[src/rtl/rob_mw_if.sv]
// Reorder-buffer bus: dispatch, completion, flush, retire and rollback signals.
// The renamer/FU/LSU side uses master; the ROB uses slave.
interface rob_mw_if #(
  parameter int INST_ID_BITS = 6,
  parameter int PRN_BITS     = 6,
  parameter int MAX_OPERANDS = 3,
  parameter int FU_COUNT     = 4,
  parameter int RETIRE_WIDTH = 2
);
  logic                                                inst_valid;
  logic                                                inst_ready;
  logic [63:0]                                         pc;
  logic [MAX_OPERANDS-1:0]                             mapping_inputs_valid;
  logic [MAX_OPERANDS-1:0][PRN_BITS-1:0]               mapping_inputs_prn;
  logic [MAX_OPERANDS-1:0][5:0]                        mapping_inputs_arn;
  logic [INST_ID_BITS-1:0]                             new_inst_id;
  logic [FU_COUNT-1:0]                                 fu_out_inst_valid;
  logic [FU_COUNT-1:0][INST_ID_BITS-1:0]               fu_out_inst_ids;
  logic                                                flush_valid;
  logic [INST_ID_BITS-1:0]                             flush_inst_id;
  logic [RETIRE_WIDTH-1:0]                             retire_valid;
  logic [RETIRE_WIDTH-1:0][INST_ID_BITS-1:0]           retire_inst_id;
  logic [RETIRE_WIDTH-1:0][MAX_OPERANDS-1:0]           freed_prns_valid;
  logic [RETIRE_WIDTH-1:0][MAX_OPERANDS-1:0][PRN_BITS-1:0] freed_prns;
  logic                                                rollback_valid;
  logic [MAX_OPERANDS-1:0]                             rollback_mapping_valid;
  logic [MAX_OPERANDS-1:0][PRN_BITS-1:0]               rollback_mapping_prn;
  logic [MAX_OPERANDS-1:0][5:0]                        rollback_mapping_arn;
  logic                                                rollback_done;
  logic                                                empty;

  modport master (
    output inst_valid, pc, mapping_inputs_valid, mapping_inputs_prn, mapping_inputs_arn,
           fu_out_inst_valid, fu_out_inst_ids, flush_valid, flush_inst_id,
    input  inst_ready, new_inst_id, retire_valid, retire_inst_id, freed_prns_valid,
           freed_prns, rollback_valid, rollback_mapping_valid, rollback_mapping_prn,
           rollback_mapping_arn, rollback_done, empty
  );

  modport slave (
    input  inst_valid, pc, mapping_inputs_valid, mapping_inputs_prn, mapping_inputs_arn,
           fu_out_inst_valid, fu_out_inst_ids, flush_valid, flush_inst_id,
    output inst_ready, new_inst_id, retire_valid, retire_inst_id, freed_prns_valid,
           freed_prns, rollback_valid, rollback_mapping_valid, rollback_mapping_prn,
           rollback_mapping_arn, rollback_done, empty
  );
endinterface

[src/rtl/rob_mw.sv]
// Reorder buffer: circular queue with in-order multi-lane retirement and
// youngest-first replay of squashed mappings after a flush.
//
// state       | meaning
// ST_RUN      | normal dispatch/complete/retire, flushes accepted
// ST_ROLLBACK | replaying one squashed entry per cycle, dispatch blocked
module rob_mw #(
  parameter int INST_ID_BITS = 6,
  parameter int PRN_BITS     = 6,
  parameter int MAX_OPERANDS = 3,
  parameter int FU_COUNT     = 4,
  parameter int RETIRE_WIDTH = 2
) (
  input logic      clk,
  input logic      rst_n,
  rob_mw_if.slave  bus
);
  localparam int DEPTH = 1 << INST_ID_BITS;
  localparam int CW    = INST_ID_BITS + 1;
  localparam int IB    = INST_ID_BITS;

  typedef enum logic {ST_RUN = 1'b0, ST_ROLLBACK = 1'b1} state_t;

  state_t                r_state, w_state_nxt;
  logic [IB-1:0]         r_head, r_tail;
  logic [CW-1:0]         r_count, r_rb_left;
  logic [DEPTH-1:0]      r_committed;

  logic [63:0]                           r_pc        [DEPTH];
  logic [MAX_OPERANDS-1:0]               r_map_valid [DEPTH];
  logic [MAX_OPERANDS-1:0][PRN_BITS-1:0] r_map_prn   [DEPTH];
  logic [MAX_OPERANDS-1:0][5:0]          r_map_arn   [DEPTH];

  logic [RETIRE_WIDTH-1:0]                                 r_retire_valid;
  logic [RETIRE_WIDTH-1:0][IB-1:0]                         r_retire_inst_id;
  logic [RETIRE_WIDTH-1:0][MAX_OPERANDS-1:0]               r_freed_valid;
  logic [RETIRE_WIDTH-1:0][MAX_OPERANDS-1:0][PRN_BITS-1:0] r_freed_prns;
  logic                                  r_rb_valid, r_rb_done;
  logic [MAX_OPERANDS-1:0]               r_rb_map_valid;
  logic [MAX_OPERANDS-1:0][PRN_BITS-1:0] r_rb_map_prn;
  logic [MAX_OPERANDS-1:0][5:0]          r_rb_map_arn;

  logic                            w_ready, w_disp, w_rb, w_flush_acc, w_chain;
  logic [CW-1:0]                   w_flush_n, w_pend, w_ret_lim, w_n_ret;
  logic [IB-1:0]                   w_rb_idx;
  logic [RETIRE_WIDTH-1:0]         w_ret_ok;
  logic [RETIRE_WIDTH-1:0][IB-1:0] w_ret_idx;
  logic [FU_COUNT-1:0]             w_fu_occ;

  function automatic logic f_occ(input logic [IB-1:0] id, input logic [IB-1:0] tail,
                                 input logic [CW-1:0] cnt);
    logic [IB-1:0] off;
    off = id - tail;
    return {1'b0, off} < cnt;
  endfunction

  always_comb begin
    w_ready     = (r_state == ST_RUN) && (r_count != CW'(DEPTH)) && !bus.flush_valid;
    w_disp      = bus.inst_valid && w_ready;
    w_rb        = (r_state == ST_ROLLBACK);
    w_rb_idx    = r_head - IB'(1);
    w_flush_acc = (r_state == ST_RUN) && bus.flush_valid &&
                  f_occ(bus.flush_inst_id, r_tail, r_count);
    w_flush_n   = r_count - {1'b0, bus.flush_inst_id - r_tail} - CW'(1);
    for (int f = 0; f < FU_COUNT; f++)
      w_fu_occ[f] = f_occ(bus.fu_out_inst_ids[f], r_tail, r_count);

    // entries awaiting squash must never retire, even if already committed
    if (w_rb)             w_pend = r_rb_left;
    else if (w_flush_acc) w_pend = w_flush_n;
    else                  w_pend = '0;
    w_ret_lim = r_count - w_pend;

    w_ret_ok  = '0;
    w_ret_idx = '0;
    w_n_ret   = '0;
    w_chain   = 1'b1;
    for (int k = 0; k < RETIRE_WIDTH; k++) begin
      w_ret_idx[k] = r_tail + IB'(k);
      if (w_chain && (CW'(k) < w_ret_lim) && r_committed[w_ret_idx[k]]) begin
        w_ret_ok[k] = 1'b1;
        w_n_ret     = w_n_ret + CW'(1);
      end else begin
        w_chain = 1'b0;
      end
    end

    w_state_nxt = r_state;
    case (r_state)
      ST_RUN:      if (w_flush_acc && (w_flush_n != '0)) w_state_nxt = ST_ROLLBACK;
      ST_ROLLBACK: if (r_rb_left == CW'(1))              w_state_nxt = ST_RUN;
      default:     w_state_nxt = ST_RUN;
    endcase
  end

  always_ff @(posedge clk or negedge rst_n) begin
    if (!rst_n) begin
      r_state          <= ST_RUN;
      r_head           <= '0;
      r_tail           <= '0;
      r_count          <= '0;
      r_rb_left        <= '0;
      r_committed      <= '0;
      r_retire_valid   <= '0;
      r_retire_inst_id <= '0;
      r_freed_valid    <= '0;
      r_freed_prns     <= '0;
      r_rb_valid       <= 1'b0;
      r_rb_done        <= 1'b0;
      r_rb_map_valid   <= '0;
      r_rb_map_prn     <= '0;
      r_rb_map_arn     <= '0;
    end else begin
      r_state <= w_state_nxt;
      if (w_rb)        r_head <= w_rb_idx;
      else if (w_disp) r_head <= r_head + IB'(1);
      r_tail  <= r_tail + IB'(w_n_ret);
      r_count <= r_count + CW'(w_disp) - w_n_ret - CW'(w_rb);

      if (w_flush_acc) r_rb_left <= w_flush_n;
      else if (w_rb)   r_rb_left <= r_rb_left - CW'(1);

      for (int f = 0; f < FU_COUNT; f++)
        if (bus.fu_out_inst_valid[f] && w_fu_occ[f])
          r_committed[bus.fu_out_inst_ids[f]] <= 1'b1;
      if (w_disp) r_committed[r_head] <= 1'b0;

      for (int k = 0; k < RETIRE_WIDTH; k++) begin
        r_retire_valid[k]   <= w_ret_ok[k];
        r_retire_inst_id[k] <= w_ret_ok[k] ? w_ret_idx[k] : '0;
        r_freed_valid[k]    <= w_ret_ok[k] ? r_map_valid[w_ret_idx[k]] : '0;
        r_freed_prns[k]     <= w_ret_ok[k] ? r_map_prn[w_ret_idx[k]] : '0;
      end

      r_rb_valid     <= w_rb;
      r_rb_map_valid <= w_rb ? r_map_valid[w_rb_idx] : '0;
      r_rb_map_prn   <= w_rb ? r_map_prn[w_rb_idx] : '0;
      r_rb_map_arn   <= w_rb ? r_map_arn[w_rb_idx] : '0;
      r_rb_done      <= (w_flush_acc && (w_flush_n == '0)) || (w_rb && (r_rb_left == CW'(1)));
    end
  end

  always_ff @(posedge clk) begin
    if (w_disp) begin
      r_pc[r_head]        <= bus.pc;
      r_map_valid[r_head] <= bus.mapping_inputs_valid;
      r_map_prn[r_head]   <= bus.mapping_inputs_prn;
      r_map_arn[r_head]   <= bus.mapping_inputs_arn;
    end
  end

  assign bus.inst_ready             = w_ready;
  assign bus.new_inst_id            = r_head;
  assign bus.empty                  = (r_count == '0);
  assign bus.retire_valid           = r_retire_valid;
  assign bus.retire_inst_id         = r_retire_inst_id;
  assign bus.freed_prns_valid       = r_freed_valid;
  assign bus.freed_prns             = r_freed_prns;
  assign bus.rollback_valid         = r_rb_valid;
  assign bus.rollback_mapping_valid = r_rb_map_valid;
  assign bus.rollback_mapping_prn   = r_rb_map_prn;
  assign bus.rollback_mapping_arn   = r_rb_map_arn;
  assign bus.rollback_done          = r_rb_done;
endmodule

[src/flat_wrapper.sv]
// flat-port wrapper written by rule: the top's interface ports become plain ports
module rob_mw_flat 
#(
  parameter int INST_ID_BITS = 6,
  parameter int PRN_BITS     = 6,
  parameter int MAX_OPERANDS = 3,
  parameter int FU_COUNT     = 4,
  parameter int RETIRE_WIDTH = 2
)
  (clk, rst_n, bus_inst_valid, bus_pc, bus_mapping_inputs_valid, bus_mapping_inputs_prn, bus_mapping_inputs_arn, bus_fu_out_inst_valid, bus_fu_out_inst_ids, bus_flush_valid, bus_flush_inst_id, bus_inst_ready, bus_new_inst_id, bus_retire_valid, bus_retire_inst_id, bus_freed_prns_valid, bus_freed_prns, bus_rollback_valid, bus_rollback_mapping_valid, bus_rollback_mapping_prn, bus_rollback_mapping_arn, bus_rollback_done, bus_empty);
  rob_mw_if #(.INST_ID_BITS(INST_ID_BITS), .PRN_BITS(PRN_BITS), .MAX_OPERANDS(MAX_OPERANDS), .FU_COUNT(FU_COUNT), .RETIRE_WIDTH(RETIRE_WIDTH)) bus_i ();
  input logic clk;
  input logic rst_n;
  input wire logic [$bits(bus_i.inst_valid)-1:0] bus_inst_valid;
  input wire logic [$bits(bus_i.pc)-1:0] bus_pc;
  input wire logic [$bits(bus_i.mapping_inputs_valid)-1:0] bus_mapping_inputs_valid;
  input wire logic [$bits(bus_i.mapping_inputs_prn)-1:0] bus_mapping_inputs_prn;
  input wire logic [$bits(bus_i.mapping_inputs_arn)-1:0] bus_mapping_inputs_arn;
  input wire logic [$bits(bus_i.fu_out_inst_valid)-1:0] bus_fu_out_inst_valid;
  input wire logic [$bits(bus_i.fu_out_inst_ids)-1:0] bus_fu_out_inst_ids;
  input wire logic [$bits(bus_i.flush_valid)-1:0] bus_flush_valid;
  input wire logic [$bits(bus_i.flush_inst_id)-1:0] bus_flush_inst_id;
  output wire logic [$bits(bus_i.inst_ready)-1:0] bus_inst_ready;
  output wire logic [$bits(bus_i.new_inst_id)-1:0] bus_new_inst_id;
  output wire logic [$bits(bus_i.retire_valid)-1:0] bus_retire_valid;
  output wire logic [$bits(bus_i.retire_inst_id)-1:0] bus_retire_inst_id;
  output wire logic [$bits(bus_i.freed_prns_valid)-1:0] bus_freed_prns_valid;
  output wire logic [$bits(bus_i.freed_prns)-1:0] bus_freed_prns;
  output wire logic [$bits(bus_i.rollback_valid)-1:0] bus_rollback_valid;
  output wire logic [$bits(bus_i.rollback_mapping_valid)-1:0] bus_rollback_mapping_valid;
  output wire logic [$bits(bus_i.rollback_mapping_prn)-1:0] bus_rollback_mapping_prn;
  output wire logic [$bits(bus_i.rollback_mapping_arn)-1:0] bus_rollback_mapping_arn;
  output wire logic [$bits(bus_i.rollback_done)-1:0] bus_rollback_done;
  output wire logic [$bits(bus_i.empty)-1:0] bus_empty;
  assign bus_i.inst_valid = bus_inst_valid;
  assign bus_i.pc = bus_pc;
  assign bus_i.mapping_inputs_valid = bus_mapping_inputs_valid;
  assign bus_i.mapping_inputs_prn = bus_mapping_inputs_prn;
  assign bus_i.mapping_inputs_arn = bus_mapping_inputs_arn;
  assign bus_i.fu_out_inst_valid = bus_fu_out_inst_valid;
  assign bus_i.fu_out_inst_ids = bus_fu_out_inst_ids;
  assign bus_i.flush_valid = bus_flush_valid;
  assign bus_i.flush_inst_id = bus_flush_inst_id;
  assign bus_inst_ready = bus_i.inst_ready;
  assign bus_new_inst_id = bus_i.new_inst_id;
  assign bus_retire_valid = bus_i.retire_valid;
  assign bus_retire_inst_id = bus_i.retire_inst_id;
  assign bus_freed_prns_valid = bus_i.freed_prns_valid;
  assign bus_freed_prns = bus_i.freed_prns;
  assign bus_rollback_valid = bus_i.rollback_valid;
  assign bus_rollback_mapping_valid = bus_i.rollback_mapping_valid;
  assign bus_rollback_mapping_prn = bus_i.rollback_mapping_prn;
  assign bus_rollback_mapping_arn = bus_i.rollback_mapping_arn;
  assign bus_rollback_done = bus_i.rollback_done;
  assign bus_empty = bus_i.empty;
  rob_mw #(.INST_ID_BITS(INST_ID_BITS), .PRN_BITS(PRN_BITS), .MAX_OPERANDS(MAX_OPERANDS), .FU_COUNT(FU_COUNT), .RETIRE_WIDTH(RETIRE_WIDTH)) u_core (.clk(clk), .rst_n(rst_n), .bus(bus_i));
endmodule
[config.mk]
export PLATFORM = sky130hd
export DESIGN_NAME = rob_mw_flat
export DESIGN_NICKNAME = d
export VERILOG_FILES = /design/src/rtl/rob_mw_if.sv /design/src/rtl/rob_mw.sv /design/src/flat_wrapper.sv
export SDC_FILE = /design/constraint.sdc
export NUM_CORES = 2
export LEC_CHECK = 0
export CAP_MARGIN = 20
export CORE_ASPECT_RATIO = 0.5
export CORE_MARGIN = 2
export CORE_UTILIZATION = 50
export CTS_CLUSTER_DIAMETER = 200
export DETAILED_ROUTE_END_ITERATION = 6
export GPL_ROUTABILITY_DRIVEN = 0
export PLACE_DENSITY = 0.69
export SLEW_MARGIN = 15
export SYNTH_ARGS = -nofsm -noshare
export SYNTH_HDL_FRONTEND = slang
export SYNTH_SLANG_ARGS = --single-unit
[constraint.sdc]
create_clock -name clk -period 7.1 [get_ports clk]
set_clock_uncertainty 0.2 [all_clocks]
set_input_delay 1.065 -clock clk [delete_from_list [all_inputs] [get_ports clk]]
set_output_delay 1.065 -clock clk [all_outputs]
set_load 0.005 [all_outputs]
== After elaboration in Yosys (flattened, before gate mapping) ==
Memory sizes are Yosys's and may differ from the RTL's.
Cells that the tools add are included.

* Output and inout bits: 105
* RAM bits: 2496
* Memories: 3
* Logic and storage cells: 144
* Input port bits: 141
* Register bits: 188

{| class="wikitable"
|+ Memory list
! memory !! depth !! width !! read ports !! clocked after memory_dff !! write ports !! RTL line !! RTL
|-
| u_core.r_map_arn || 64 || 18 || 1 || 0 || 1 || rob_mw.sv:32 || <nowiki>logic [MAX_OPERANDS-1:0][5:0] r_map_arn [DEPTH];</nowiki>
|-
| u_core.r_map_prn || 64 || 18 || 3 || 0 || 1 || rob_mw.sv:31 || <nowiki>logic [MAX_OPERANDS-1:0][PRN_BITS-1:0] r_map_prn [DEPTH];</nowiki>
|-
| u_core.r_map_valid || 64 || 3 || 3 || 0 || 1 || rob_mw.sv:30 || <nowiki>logic [MAX_OPERANDS-1:0] r_map_valid [DEPTH];</nowiki>
|}

* Bitwise logic cells: 7
* Eq/ne operators: 2
* Magnitude comparators: 19
* Reduce and logical (&&, ||, !) cells: 27
* Muxes and demuxes: 43
* $add $sub $neg: 17

{| class="wikitable"
|+ Operators by type and width
! operator !! number
|-
| 64-bit 2-to-1 mux || 5
|-
| 64-bit bitwise OR || 4
|-
| 18-bit 2-to-1 mux || 4
|-
| 64-bit bitwise AND || 1
|-
| 64-bit NOT || 1
|-
| 6-bit by 7-bit less-than comparator with 1-bit output (second input constant) || 7
|-
| 6-bit by 7-bit less-than comparator with 1-bit output || 5
|-
| 7-bit 2-to-1 mux || 5
|-
| 1-bit demux with 6-bit select || 5
|-
| 6-bit by 1-bit greater-or-equal comparator with 1-bit output (second input constant) || 5
|-
| 6-bit subtractor || 5
|-
| 6-bit 2-to-1 mux || 4
|-
| 1-bit logical AND || 20
|-
| 7-bit zero test || 2
|-
| 1-bit by 7-bit less-than comparator with 1-bit output (first input constant) || 2
|-
| 1-bit 2-to-1 mux || 14
|-
| 7-bit by 1-bit subtractor with 7-bit output (second input constant) || 2
|-
| 7-bit subtractor || 2
|-
| 6-bit by 1-bit adder with 6-bit output (second input constant) || 2
|-
| 1-bit binary-select mux with 6-bit select || 2
|-
| 3-bit 2-to-1 mux || 3
|-
| 7-bit by 1-bit adder with 7-bit output || 1
|-
| 7-bit by 1-bit equality test with 1-bit output (second input constant) || 1
|-
| 7-bit inequality test (second input constant) || 1
|-
| 11 further kinds || 12
|}

== Depth between registers and ports, before layout ==
* Word-level depth: 14
* Gate-level depth with buffers: 37
* Mapped depth without buffers: 36

== Worst setup path before layout ==
OpenSTA, ideal clock, no wires.

* Path kind: register -> register
* From: reg u_core.r_tail[3]
* To: reg u_core.r_count[5]
* Buffers on the path: 4
* Slack: -778 ps
* Arrival: 7556 ps
* Setup time: 122 ps
* Cell stages (with the launch flop): 37
* Path through: dfrtp_1 buf_4 inv_1 buf_2 buf_1 ha_1 a21o_1 a21o_1 xnor2_1 ha_1 nor2b_1 nand3_1 a21oi_1 nor2_1 nand2_1 o21ai_0 ha_1 fa_1 nand2b_1 a21oi_1 nor4_1 a311oi_1 xnor2_1 nand2_1 nand3_2 buf_2 inv_1 ha_1 fa_1 fa_1 inv_1 ha_1 fa_1 nor2b_1 o21ai_0 nand2_1 xnor2_1

* Longest elaborated chain between the ends: 14

{| class="wikitable"
|+ Ends and longest elaborated chain
! item !! RTL line !! RTL
|-
| start: declaration || rob_mw.sv:25 || <nowiki>logic [IB-1:0] r_head, r_tail;</nowiki>
|-
| start signal: assignment || rob_mw.sv:117 || <nowiki>r_tail <= r_tail + IB'(w_n_ret);</nowiki>
|-
| 6-bit subtractor || rob_mw.sv:53, rob_mw.sv:64 ||
|-
| 7-bit by 6-bit subtractor with 7-bit output or 6-bit by 7-bit less-than comparator with 1-bit output (tied branches) || rob_mw.sv:64, rob_mw.sv:54 ||
|-
| 7-bit by 1-bit subtractor with 7-bit output or 1-bit logical AND (tied branches) || rob_mw.sv:64, rob_mw.sv:62 ||
|-
| 7-bit 2-to-1 mux || rob_mw.sv:70 || <nowiki>else if (w_flush_acc) w_pend = w_flush_n;</nowiki>
|-
| 7-bit 2-to-1 mux || rob_mw.sv:69 || <nowiki>if (w_rb) w_pend = r_rb_left;</nowiki>
|-
| 7-bit subtractor || rob_mw.sv:72 || <nowiki>w_ret_lim = r_count - w_pend;</nowiki>
|-
| 1-bit by 7-bit less-than comparator with 1-bit output || rob_mw.sv:80 || <nowiki>if (w_chain && (CW'(k) < w_ret_lim) && r_committed[w_ret_idx[k]]) begin</nowiki>
|-
| 1-bit logical AND || rob_mw.sv:80 ||
|-
| 1-bit 2-to-1 mux || rob_mw.sv:80 ||
|-
| 1-bit logical AND (2 in series) || rob_mw.sv:80 ||
|-
| 7-bit 2-to-1 mux * || rob_mw.sv:80 ||
|-
| 7-bit subtractor * || rob_mw.sv:118 || <nowiki>r_count <= r_count + CW'(w_disp) - w_n_ret - CW'(w_rb);</nowiki>
|-
| 7-bit by 1-bit subtractor with 7-bit output * || rob_mw.sv:118 ||
|-
| end signal: assignment || rob_mw.sv:118 ||
|-
| end: declaration || rob_mw.sv:26 || <nowiki>logic [CW-1:0] r_count, r_rb_left;</nowiki>
|}

Every way passes the cells marked *; elsewhere a longest branch is shown, timed or not. The select of a mux whose other input is x is not followed.
A chain may end at the register's enable or synchronous reset.

== Worst setup path in the final report ==
* From: reg u_core.r_tail[1]
* To: reg u_core.r_count[6]

* Longest elaborated chain between the ends: 14

{| class="wikitable"
|+ Ends and longest elaborated chain
! item !! RTL line !! RTL
|-
| 6-bit subtractor || rob_mw.sv:53, rob_mw.sv:64 ||
|-
| 7-bit by 6-bit subtractor with 7-bit output or 6-bit by 7-bit less-than comparator with 1-bit output (tied branches) || rob_mw.sv:64, rob_mw.sv:54 ||
|-
| 7-bit by 1-bit subtractor with 7-bit output or 1-bit logical AND (tied branches) || rob_mw.sv:64, rob_mw.sv:62 ||
|-
| 7-bit 2-to-1 mux || rob_mw.sv:70 ||
|-
| 7-bit 2-to-1 mux || rob_mw.sv:69 ||
|-
| 7-bit subtractor || rob_mw.sv:72 ||
|-
| 1-bit by 7-bit less-than comparator with 1-bit output || rob_mw.sv:80 ||
|-
| 1-bit logical AND * || rob_mw.sv:80 ||
|-
| 1-bit 2-to-1 mux * || - ||
|-
| named net u_core.w_ret_ok[0] || rob_mw.sv:46 || <nowiki>logic [RETIRE_WIDTH-1:0] w_ret_ok;</nowiki>
|-
| 1-bit logical AND * (2 in series) || rob_mw.sv:80 ||
|-
| 7-bit 2-to-1 mux * || rob_mw.sv:80 ||
|-
| 7-bit subtractor * || rob_mw.sv:118 ||
|-
| 7-bit by 1-bit subtractor with 7-bit output * || rob_mw.sv:118 ||
|}

The timed path passes the listed nets; every way through them passes the cells marked *. The select of a mux whose other input is x is not followed.

==> results.json <==
{
  "layout_commonest_cell": "edfxtp_1",
  "slowest_stage": "fa_1",
  "grt_pass1_wl_um": 594000,
  "die_w_um": 717,
  "cpLargestDelayFamily": "adder cells",
  "syn_inst": 6191,
  "vias": 76700,
  "worstSetupEndpointType": "flop",
  "slew_headroom_pct": 13.6,
  "ant_nets": 0,
  "utilization_pct": 56.8,
  "critPathLaunchType": "flop",
  "drt-vias-per-instance": 7.64,
  "hold_path_class": "primary input to asynchronous set/reset pin",
  "clock_path_buffers": 4,
  "drv_cap": 0,
  "synthArstFlopShare_pct": 7.00,
  "ys_seq_elements": 2684,
  "cts_tree": "built",
  "ir_worst_vdd_mv": 0.817,
  "path_class": "flop to flop",
  "areaGrowthSynthToFinish_pct": 12.5,
  "tightest_slew_ns": 1.29,
  "layout-drive-gt1-share_pct": 37.0,
  "dr.pass1.iters": 7,
  "grt_pass1_vias": 75100,
  "track_usage_pct": 33.0,
  "multi_input_area_um2": 46000,
  "root_buffer": "clkbuf_16",
  "wirelength_um": 428000,
  "slew_viol_final": 0,
  "crit_buf_inv": 5,
  "drtIter0Drc": 14600,
  "drcViolationCount": 54,
  "grt_start_max_net_pins": 133,
  "setup_viol": 0,
  "violations": "design-rule violations",
  "clk_pin_slew_ns": 0.07,
  "avgSynthCellArea_um2": 20.5,
  "setup_ws_ns": 0.273,
  "worst_path_most_repeated_cell": "a21o_1",
  "wl_per_cell_um": 42.7,
  "fmax_mhz": 146,
  "whs_ns": 0.00807,
  "synth_cell_types": 63,
  "fill_cells": 18200,
  "arrival_ns": 7.40,
  "ys_dominant_reg_cell": "edfxtp_1",
  "start_util_pct": 50.4,
  "hpwl_um": 239000,
  "syn_area_um2": 127000,
  "cp_max_fo": 3,
  "final_cell_mix": "edfxtp_1, mux4_2, nand2_1, clkbuf_16, buf_4",
  "required_ns": 7.67,
  "die_area_um2": 258000,
  "dieHeight_um": 360,
  "num_io_pins": 246,
  "dp_slack_ns": -0.954,
  "ys_seq_area_share_pct": 62.7,
  "port_buffers": 181,
  "antenna_found_initial": 25,
  "clk_latency_ns": 0.93,
  "power.leakage_nw": 44.8,
  "grt_overflow": 0,
  "clock-sinks": 2684,
  "layout.nets": 6683,
  "htreeDepth": 4,
  "fp-row-count": 130,
  "p_per_area_nw_per_um2": 485,
  "yosysTopAreaCell": "edfxtp_1",
  "syn_nets": 6422,
  "synth_top_area_share_pct": 59.0,
  "post-route-min-period_ns": 6.83,
  "total_power_mw": 69.3,
  "status": "finished, violations left",
  "synth_area_leaders": "edfxtp_1, mux4_2, dfrtp_1, nand2_1, buf_2",
  "finalCritPeriodShare_pct": 96.1,
  "seqCellArea_um2": 79700,
  "synth_edf_count": 2496,
  "yosysWarningCount": 0,
  "final_hold_viol_count": 0,
  "max_stage_delay_ns": 0.51,
  "numCtsBuffers": 241,
  "core-area_um2": 252000
}
-- layout make-up --
cell class              instances  share of cell area, %
multi-input cells            2983                   32.2
well taps                    3366                   2.95
clock inverters               144                   1.01
inverters                      54                  0.150
diodes                         21                 0.0367
flip-flops and latches       2684                   55.7
clock buffers                 296                   4.46
repair buffers                488                   3.53
-- where the power goes --
| part | total, mW | leakage (nW) | internal, mW | switching, mW |
|---|---|---|---|---|
| logic | 37.4 | 16.4 | 17.2 | 20.2 |
| clock network | 13.3 | 3.80 | 7.33 | 6.01 |
| registers | 18.6 | 24.6 | 17.9 | 0.674 |
| total | 69.3 | 44.8 | 42.5 | 26.9 |
-- kinds of logic (layout without fill, tap and decap cells) --
logic type	after synthesis	in the layout	share of synthesized area, %
mux	1641	1641	28.8
xor+xnor	67	67	0.488
fa+ha+maj	90	90	0.951
other cells	0	21	0
flops	2684	2684	62.7
buf+inv	524	982	1.91
compound gates	480	480	2.68
simple gates	705	705	2.51
-- flip-flops by register name, indices dropped and copies added (netlist names) --
| signal | count |
|---|---|
| u_core.bus.rollback_done | 1 |
| u_core.bus.rollback_valid | 1 |
| u_core.bus.freed_prns | 36 |
| u_core.r_rb_left | 7 |
| u_core.bus.rollback_mapping_prn | 18 |
| u_core.bus.new_inst_id | 6 |
| u_core.bus.rollback_mapping_arn | 18 |
| u_core.bus.retire_inst_id | 12 |
| u_core.r_map_arn | 1152 |
| u_core.r_map_prn | 1152 |
| u_core.bus.retire_valid | 2 |
| u_core.r_count | 7 |
| u_core.bus.rollback_mapping_valid | 3 |
| u_core.r_state | 1 |
| u_core.bus.freed_prns_valid | 6 |
| u_core.r_tail | 6 |
| u_core.r_map_valid | 192 |
| u_core.r_committed | 64 |
-- worst paths after layout --
check                      cells past startpoint                         to  slack [ns]                       from
max reg2reg                                   36          u_core.r_count[6]        0.27           u_core.r_tail[1]
min                                            1  u_core.bus.rollback_valid       0.008                      rst_n
min in group clk                               1    u_core.r_map_arn[60][6]        0.31  bus_mapping_inputs_arn[6]
min reg2reg                                    2        u_core.r_rb_left[0]        0.37        u_core.r_rb_left[0]
max                                           36          u_core.r_count[6]        0.27           u_core.r_tail[1]
max in group asynchronous                      2  u_core.bus.new_inst_id[0]        5.23                      rst_n
-- synthesized netlist by cell type, drive strengths merged (20+ instances only) --
| master | instances |
|---|---|
| edfxtp | 2496 |
| mux4 | 1610 |
| nand2 | 317 |
| buf | 290 |
| dfrtp | 188 |
| clkbuf | 180 |
| a22oi | 130 |
| nor2 | 129 |
| a21oi | 125 |
| nand3 | 103 |
| a221oi | 86 |
| ha | 79 |
| inv | 54 |
| xnor2 | 44 |
| and3 | 42 |
| a311oi | 41 |
| nor3 | 38 |
| mux2i | 31 |
| a31oi | 23 |
| xor2 | 23 |
| a21o | 20 |
-- metal layers --
layer  global-route usage, %  routed length, um
met2                    46.9             188000
met4                    16.3              24700
met5                   0.129                189
met1                    44.5             147000
met3                    13.4              68400
-- metrics by stage --
step / instance area, um2 / setup TNS [ns] / instances
finish: 143000 / 0 / 10000
global route: 143000 / -0.0283 / 10000
CTS: 143000 / 0 / 9994
detailed placement: 135000 / -3.96 / 9553
global placement: 135000 / -3.10 / 9552
floorplan: 127000 / -0.0217 / 6191
-- timing repair --
| action | in CTS | in global routing |
|---|---|---|
| setup endpoints to repair | 2 | 3 |
| setup buffers | 1 | 8 |
| pin swaps | 4 | 22 |
| hold buffers | 0 | 0 |
| gates resized for setup | 4 | 25 |
Note: power is estimated with default switching activity, not from simulation.
